[config.mk]
export PLATFORM = sky130hd
export DESIGN_NAME = exe_stage
export DESIGN_NICKNAME = d
export VERILOG_FILES = /design/src/rtl/exe_stage.sv
export SDC_FILE = /design/constraint.sdc
export NUM_CORES = 1
export LEC_CHECK = 0
export ABC_CLOCK_PERIOD_IN_PS = 4900
export BUFFER_PORTS_ARGS = -buffer_cell sky130_fd_sc_hd__buf_2
export CELL_PAD_IN_SITES_DETAIL_PLACEMENT = 1
export CELL_PAD_IN_SITES_GLOBAL_PLACEMENT = 2
export CORE_MARGIN = 2
export CORE_UTILIZATION = 29
export CTS_CLUSTER_DIAMETER = 150
export DETAILED_ROUTE_END_ITERATION = 8
export PLACE_DENSITY_LB_ADDON = 0.1
export SKIP_LAST_GASP = 1
export SYNTH_ARGS = -nofsm -noshare
export SYNTH_HDL_FRONTEND = slang
export SYNTH_SLANG_ARGS = --single-unit
[constraint.sdc]
create_clock -name clk -period 4.9 [get_ports clk]
set_input_delay 0.735 -clock clk [delete_from_list [all_inputs] [get_ports clk]]
set_output_delay 0.735 -clock clk [all_outputs]
set_load 0.02 [all_outputs]
[src/rtl/exe_stage.sv]
// Execute stage: latches the ID bus, computes the ALU result, issues the data SRAM request.
// Optional iterative radix-2 divider compiled in with `define EXE_DIV_EN.
module exe_stage (
  input  logic         clk,
  input  logic         reset,
  output logic         exe_allow_in,
  input  logic         id_to_exe_valid,
  input  logic         mem_allow_in,
  output logic         exe_to_mem_valid,
  input  logic [154:0] id_to_exe_bus,
  output logic [107:0] exe_to_mem_bus,
  output logic [39:0]  exe_to_id_bus,
  output logic         data_sram_en,
  output logic [3:0]   data_sram_we,
  output logic [31:0]  data_sram_addr,
  output logic [31:0]  data_sram_wdata
);

  typedef struct packed {
    logic [31:0] pc;
    logic [11:0] alu_op;
    logic [31:0] src1;
    logic [31:0] src2;
    logic [31:0] rkd_value;
    logic        res_from_mem;
    logic        reg_we;
    logic        mem_en;
    logic [3:0]  mem_we;
    logic [4:0]  reg_waddr;
    logic        div_en;
    logic        div_signed;
    logic        div_rem;
  } id_bus_t;

  typedef enum int unsigned {
    OP_ADD = 0, OP_SUB = 1, OP_SLT = 2, OP_SLTU = 3, OP_AND = 4, OP_NOR = 5,
    OP_OR = 6, OP_XOR = 7, OP_SLL = 8, OP_SRL = 9, OP_SRA = 10, OP_LUI = 11
  } alu_bit_e;

  logic    exe_valid_q, exe_valid_d;
  id_bus_t bus_q, bus_d;
  logic    exe_ready_go;
  logic    handoff;
  logic [31:0] alu_out;
  logic [31:0] alu_result;

  // ---------------- handshake and instruction register ----------------
  assign exe_allow_in     = !exe_valid_q || (exe_ready_go && mem_allow_in);
  assign exe_to_mem_valid = exe_valid_q && exe_ready_go;
  assign handoff          = exe_to_mem_valid && mem_allow_in;

  always_comb begin
    exe_valid_d = exe_valid_q;
    bus_d       = bus_q;
    if (exe_allow_in) exe_valid_d = id_to_exe_valid;
    if (exe_allow_in && id_to_exe_valid) bus_d = id_bus_t'(id_to_exe_bus);
  end

  // NOTE: sequential state uses <= so every flop samples the pre-edge value of its peers.
  always_ff @(posedge clk) begin
    if (reset) exe_valid_q <= 1'b0;
    else       exe_valid_q <= exe_valid_d;
  end

  // NOTE: datapath registers carry no reset; they are qualified by a valid bit or FSM state.
  always_ff @(posedge clk) begin
    bus_q <= bus_d;
  end

  // ---------------- ALU: one-hot op, results OR-ed together ----------------
  logic [31:0] sum, diff;
  logic        lt_signed, lt_unsigned;
  logic [4:0]  shamt;

  assign sum         = bus_q.src1 + bus_q.src2;
  assign diff        = bus_q.src1 - bus_q.src2;
  assign lt_signed   = $signed(bus_q.src1) < $signed(bus_q.src2);
  assign lt_unsigned = bus_q.src1 < bus_q.src2;
  assign shamt       = bus_q.src2[4:0];

  always_comb begin
    alu_out = '0;
    if (bus_q.alu_op[OP_ADD])  alu_out = alu_out | sum;
    if (bus_q.alu_op[OP_SUB])  alu_out = alu_out | diff;
    if (bus_q.alu_op[OP_SLT])  alu_out = alu_out | {31'd0, lt_signed};
    if (bus_q.alu_op[OP_SLTU]) alu_out = alu_out | {31'd0, lt_unsigned};
    if (bus_q.alu_op[OP_AND])  alu_out = alu_out | (bus_q.src1 & bus_q.src2);
    if (bus_q.alu_op[OP_NOR])  alu_out = alu_out | ~(bus_q.src1 | bus_q.src2);
    if (bus_q.alu_op[OP_OR])   alu_out = alu_out | (bus_q.src1 | bus_q.src2);
    if (bus_q.alu_op[OP_XOR])  alu_out = alu_out | (bus_q.src1 ^ bus_q.src2);
    if (bus_q.alu_op[OP_SLL])  alu_out = alu_out | (bus_q.src1 << shamt);
    if (bus_q.alu_op[OP_SRL])  alu_out = alu_out | (bus_q.src1 >> shamt);
    if (bus_q.alu_op[OP_SRA])  alu_out = alu_out | 32'($signed(bus_q.src1) >>> shamt);
    if (bus_q.alu_op[OP_LUI])  alu_out = alu_out | bus_q.src2;
  end

`ifdef EXE_DIV_EN
  // ---------------- iterative restoring divider ----------------
  typedef enum logic [1:0] {DIV_IDLE, DIV_BUSY, DIV_DONE} div_state_e;

  div_state_e  div_state_q, div_state_d;
  logic [5:0]  div_cnt_q, div_cnt_d;
  logic [31:0] rem_q, rem_d;
  logic [31:0] quo_q, quo_d;
  logic [31:0] dsor_q, dsor_d;
  logic        q_neg_q, q_neg_d;
  logic        r_neg_q, r_neg_d;
  logic        dbz_q, dbz_d;
  logic [32:0] shifted, trial;
  logic        fits;
  logic [31:0] quot_out, rem_out, div_result;
  logic        unused_trial_msb;

  assign shifted          = {rem_q, quo_q[31]};
  assign trial            = shifted - {1'b0, dsor_q};
  assign fits             = shifted >= {1'b0, dsor_q};
  assign unused_trial_msb = trial[32];

  // NOTE: every always_comb output gets a default first, so no path can infer a latch.
  always_comb begin
    div_state_d = div_state_q;
    div_cnt_d   = div_cnt_q;
    rem_d       = rem_q;
    quo_d       = quo_q;
    dsor_d      = dsor_q;
    q_neg_d     = q_neg_q;
    r_neg_d     = r_neg_q;
    dbz_d       = dbz_q;
    case (div_state_q)
      DIV_IDLE: begin
        if (exe_valid_q && bus_q.div_en) begin
          div_state_d = DIV_BUSY;
          div_cnt_d   = '0;
          rem_d       = '0;
          quo_d       = (bus_q.div_signed && bus_q.src1[31]) ? -bus_q.src1 : bus_q.src1;
          dsor_d      = (bus_q.div_signed && bus_q.src2[31]) ? -bus_q.src2 : bus_q.src2;
          q_neg_d     = bus_q.div_signed && (bus_q.src1[31] ^ bus_q.src2[31]);
          r_neg_d     = bus_q.div_signed && bus_q.src1[31];
          dbz_d       = (bus_q.src2 == '0);
        end
      end
      DIV_BUSY: begin
        // Dividend bits shift out of quo while quotient bits shift in.
        rem_d     = fits ? trial[31:0] : shifted[31:0];
        quo_d     = {quo_q[30:0], fits};
        div_cnt_d = div_cnt_q + 6'd1;
        if (div_cnt_q == 6'd31) div_state_d = DIV_DONE;
      end
      DIV_DONE: begin
        if (handoff) div_state_d = DIV_IDLE;
      end
      default: div_state_d = DIV_IDLE;
    endcase
  end

  always_ff @(posedge clk) begin
    if (reset) begin
      div_state_q <= DIV_IDLE;
      div_cnt_q   <= '0;
    end else begin
      div_state_q <= div_state_d;
      div_cnt_q   <= div_cnt_d;
    end
  end

  always_ff @(posedge clk) begin
    rem_q   <= rem_d;
    quo_q   <= quo_d;
    dsor_q  <= dsor_d;
    q_neg_q <= q_neg_d;
    r_neg_q <= r_neg_d;
    dbz_q   <= dbz_d;
  end

  // Divide by zero yields all-ones quotient; the remainder path already equals src1.
  assign quot_out     = dbz_q ? 32'hFFFF_FFFF : (q_neg_q ? -quo_q : quo_q);
  assign rem_out      = r_neg_q ? -rem_q : rem_q;
  assign div_result   = bus_q.div_rem ? rem_out : quot_out;
  assign alu_result   = bus_q.div_en ? div_result : alu_out;
  assign exe_ready_go = !(exe_valid_q && bus_q.div_en && (div_state_q != DIV_DONE));
`else
  logic unused_div_fields;

  assign unused_div_fields = ^{bus_q.div_en, bus_q.div_signed, bus_q.div_rem};
  assign alu_result        = alu_out;
  assign exe_ready_go      = 1'b1;
`endif

  // ---------------- outputs ----------------
  assign data_sram_en    = exe_valid_q && bus_q.mem_en && exe_ready_go && mem_allow_in;
  assign data_sram_we    = data_sram_en ? bus_q.mem_we : 4'd0;
  assign data_sram_addr  = alu_result;
  assign data_sram_wdata = bus_q.rkd_value;

  assign exe_to_mem_bus = {bus_q.pc, bus_q.rkd_value, alu_result, bus_q.res_from_mem,
                           bus_q.reg_we, bus_q.mem_en, bus_q.mem_we, bus_q.reg_waddr};
  assign exe_to_id_bus  = {exe_valid_q, bus_q.reg_we, bus_q.reg_waddr, alu_result,
                           bus_q.res_from_mem};

endmodule
After elaboration in Yosys (flattened, before gate mapping)
Index checks and enable logic that the tools add are counted.
Word-level totals
  flip-flop bits (word level): 153
  output and inout bits: 219
Operators by class
  $add $sub $neg: 2
  $lt $le $gt $ge: 2
  shift-type cells: 3
  multiplexer cells: 13
  bitwise logic cells: 15
  reductions and logical operators: 5
Operators with widths (count)
  32-bit 2-to-1 mux: 12
  32-bit OR: 10
  32-bit less-than comparator: 2
  32-bit by 1-bit OR with 32-bit output: 2
  32-bit adder: 1
  32-bit bitwise AND: 1
  32-bit NOT: 1
  32-bit by 5-bit left shift with 32-bit output: 1
  32-bit by 5-bit right shift with 32-bit output: 1
  32-bit by 5-bit >>> shifter with 32-bit output: 1
  32-bit subtractor: 1
  32-bit bitwise XOR: 1
  4-bit 2-to-1 mux: 1
  1-bit logical AND: 3
  1-bit zero test: 1
  1-bit logical OR: 1

Depth between registers and ports, before layout
  depth after elaboration: 24
  mapped depth: 15

Worst setup path after synthesis
OpenSTA, ideal clock, no wires.
  kind: input -> register
  from: input mem_allow_in
  to: register bus_q[100] (netlist name) (enable)
  setup time: 0.529 ns
  arrival time: 4.515 ns
  path slack: -0.144 ns
  cell stages on the path: 2
  buffers on the path: 0
  cells stage by stage: nand2b_1 and2_1
Between the ends
  cells in the longest elaborated chain, start to end: 2
RTL lines
  start, declared: line 8  | input logic mem_allow_in,
  1-bit logical OR: line 48  | assign exe_allow_in = !exe_valid_q || (exe_ready_go && mem_allow_in);
  1-bit logical AND: line 56  | if (exe_allow_in && id_to_exe_valid) bus_d = id_bus_t'(id_to_exe_bus);
  end signal, assigned: line 67  | bus_q <= bus_d;
  end, declared: line 41  | id_bus_t bus_q, bus_d;
Every way passes these cells.
A chain may end at the register's enable or synchronous reset.

Worst setup path in the final report
  from: register bus_q[86] (netlist name)
  to: output exe_to_mem_bus[43]
Between the ends
  cells in the longest elaborated chain, start to end: 24
  elaborated cells on any way between the ends: 28
  those cells by class: 2 x add/sub; 3 x shift; 12 x mux; 11 x bitwise
RTL lines
  32-bit adder: line 75  | assign sum = bus_q.src1 + bus_q.src2;
  32-bit 2-to-1 mux: line 83  | if (bus_q.alu_op[OP_ADD]) alu_out = alu_out | sum;
  32-bit OR: line 84  | if (bus_q.alu_op[OP_SUB]) alu_out = alu_out | diff;
  32-bit 2-to-1 mux: line 84
  32-bit by 1-bit OR with 32-bit output: line 85  | if (bus_q.alu_op[OP_SLT]) alu_out = alu_out | {31'd0, lt_signed};
  32-bit 2-to-1 mux: line 85
  32-bit by 1-bit OR with 32-bit output: line 86  | if (bus_q.alu_op[OP_SLTU]) alu_out = alu_out | {31'd0, lt_unsigned};
  32-bit 2-to-1 mux: line 86
  (+8 left out)
  32-bit OR: line 91  | if (bus_q.alu_op[OP_SLL]) alu_out = alu_out | (bus_q.src1 << shamt);
  32-bit 2-to-1 mux: line 91
  32-bit OR: line 92  | if (bus_q.alu_op[OP_SRL]) alu_out = alu_out | (bus_q.src1 >> shamt);
  32-bit 2-to-1 mux: line 92
  32-bit OR: line 93  | if (bus_q.alu_op[OP_SRA]) alu_out = alu_out | 32'($signed(bus_q.src1) >>> shamt);
  32-bit 2-to-1 mux (*): line 93
  32-bit OR: line 94  | if (bus_q.alu_op[OP_LUI]) alu_out = alu_out | bus_q.src2;
  32-bit 2-to-1 mux (*): line 94
  end, declared: line 11  | output logic [107:0] exe_to_mem_bus,
Every way passes the cells marked *; elsewhere a longest branch is shown, timed or not.

==> flow_summary.ini <==
[run_status]
status = finished, violations left
violations = DRC

[sta]
skew_ns = 0.0100
worst_slew_pin_slew_ns = 1.14
rsz0062_at_grt = yes
post-route-period-util_pct = 97.3
layout_min_cycle_time_ns = 4.77
tns_ns = 0
maxSlewHeadroom_pct = 23.8
slew_viol_final = 0
hold_viol_final = 0
setup_viol = 0
fmax_mhz = 210

[pwr]
power.total_mw = 4.83
power_density_nw_per_um2 = 277
irDropWorstVdd_mv = 0.245
p_leak_nw = 7.34

[global_route]
grtUsageMet1_pct = 31.0
grt_use_met2_pct = 43.1
grt_pass1_wl_um = 97700
busiest_layer = met2
grt_use_met3_pct = 4.70
grt_max_degree = 83
grt_usage_pct = 25.1
grt_pass1_vias = 14300
antenna_found_initial = 3
overflow = 0

[layout]
final_util_pct = 34.1
layout_commonest_cell = buf_2
multi_input_area_um2 = 8430
drive_gt1_share_pct = 31.6
layout_common_cells = buf_2 (374), edfxtp_1 (152), a21oi_1 (125), nor2_1 (125), nand2_1 (123)
fin_area_um2 = 17500
area_growth_pct = 16.3
regArea_um2 = 4580
layout.nets = 2126
nFillCells = 6041
fin_cells = 2562

[logic_synthesis]
synthArstFlopShare_pct = 0
yosysWarnings = 0
synth_top_area_cell = edfxtp_1
syn_nets = 1934
synth_edf_count = 152
syn_inst = 1676
synth_cell_type_count = 91
synth-seq-cells = 153
synth.top_cell.area_share_pct = 30.4
synth.avg_cell_area_um2 = 8.95
yosys_most_used_dff = edfxtp_1
synth_area_um2 = 15000
synth.area.top_cells = edfxtp_1 (30%), buf_4 (9.4%), ha_1 (8.1%)
seq_area_frac_synth_pct = 30.6

[clock_tree]
cts_hold_buffers = 0
clk_latency_ns = 0.47
clock-root-buffer = clkbuf_16
cts_tree = built
cts_max_level = 4
cts_buffer_depth = 2
cts_buffers = 17
cts_sinks = 153
path_clk_slew_ns = 0.07

[placement]
dp_hpwl_um = 53300
place.gp.congestion = 0.938
place_inst = 2519
placed_area_um2 = 16500
port_buffers = 374

[routing]
vias_per_cell = 5.45
wl_um = 69000
first_pass_iters = 9
avgRoutedWirePerCell_um = 26.9
vias = 14000
first_iter_violations = 1048
drcViolationCount = 1
ant_nets = 0

[floorplan]
die_width_um = 231
dieArea_um2 = 53600
row_count = 83
core_um2 = 51200
num_io_pins = 378
die_height_um = 231
start_util_pct = 29.3

[job]
cap_violations = 0

[worst_setup_path]
cp_max_fo = 6
r2r_slack_ns = 2.79
cp-start-kind = flop
worst_setup_path_end_kind = primary output
arrival_ns = 4.03
path_class = flop to primary output
cp_data_required_time_ns = 4.16

[hold_path]
hold_class = primary input to flop
==> per-stage QoR <==
| stage | setup WS, ns | hold WS, ns |
|---|---|---|
| floorplan | 0.0771 | 0.749 |
| global placement | 0.226 | 0.550 |
| detailed placement | 0.109 | 0.573 |
| CTS | 0.0146 | 0.368 |
| global route | -0.0222 | 0.389 |
| finish | 0.133 | 0.410 |
==> final timing paths <==
kind                    startpoint            endpoint  depth (start not counted)
hold reg to reg   exe_to_mem_valid    exe_to_mem_valid                          2
setup / recovery         bus_q[86]  exe_to_mem_bus[43]                         13
setup reg to reg  exe_to_mem_valid           bus_q[75]                          3
hold / removal               reset    exe_to_mem_valid                          2
==> repair_timing <==
action,in CTS,in global routing
endpoints found under the setup margin,36,42
gates cloned,0,1
resized for setup,9,31
buffers inserted,2,7
pin swaps,1,2
==> power breakdown <==
| group | internal (mW) | leakage, nW | total [mW] | switching, mW |
|---|---|---|---|---|
| combinational | 0.635 | 5.56 | 1.80 | 1.17 |
| clock | 0.736 | 0.302 | 1.41 | 0.674 |
| sequential | 1.53 | 1.48 | 1.62 | 0.0838 |
| total | 2.91 | 7.34 | 4.83 | 1.93 |
==> logic make-up after synthesis <==
family | share of synthesized area (%)
buffers and inverters | 14.8
adders and majority gates | 8.36
and+or+nand+nor | 12.0
AOI/OAI and AO/OA | 21.7
muxes | 10.6
xor gates and xnor gates | 1.87
DFF | 30.6
==> area by class of cell <==
cell class | instances | share of cell area (%)
Timing Repair Buffer | 464 | 14.8
Tap cell | 680 | 4.87
Clock buffer | 17 | 2.44
Antenna cell | 1 | 0.0143
Sequential cell | 153 | 26.3
Multi-Input combinational cell | 1129 | 48.3
Inverter | 103 | 2.22
Clock inverter | 15 | 1.10
==> registers in the layout, summed over array words and instances (netlist names) <==
register / cells
bus_q: 76
exe_to_id_bus: 7
exe_to_mem_bus: 37
exe_to_mem_valid: 1
data_sram_wdata: 32
==> synth_stat cells (30+ instances only) <==
library cell    n
buf_4         188
edfxtp_1      152
a21oi_1       127
nor2_1        125
nand2_1       123
ha_1           97
mux2i_1        97
inv_1          96
o21ai_0        74
clkbuf_1       67
nor3_1         31
nand3_1        30
==> routing by layer <==
| metal | wire length (um) | vias up | share of wire, % |
|---|---|---|---|
| met5 | 12 | - | 0.017 |
| met3 | 3650 | 91 | 5.3 |
| met1 | 29100 | 6999 | 42 |
| met4 | 2350 | 2 | 3.4 |
| met2 | 33900 | 506 | 49 |
| li1 | - | 6360 | - |
==> critical path: stages (launching register included) <==
cell      delay [ns]
edfxtp_1        0.41
inv_2           0.15
ha_2            0.35
inv_2           0.16
nand4_1         0.17
o41ai_4         0.47
o41ai_4         0.14
buf_4           0.19
o221ai_2        0.28
a21oi_4         0.12
o21ai_2         0.26
mux2_2          0.38
o221ai_2        0.24
buf_2           0.22
(Power assumes the default switching activity.)
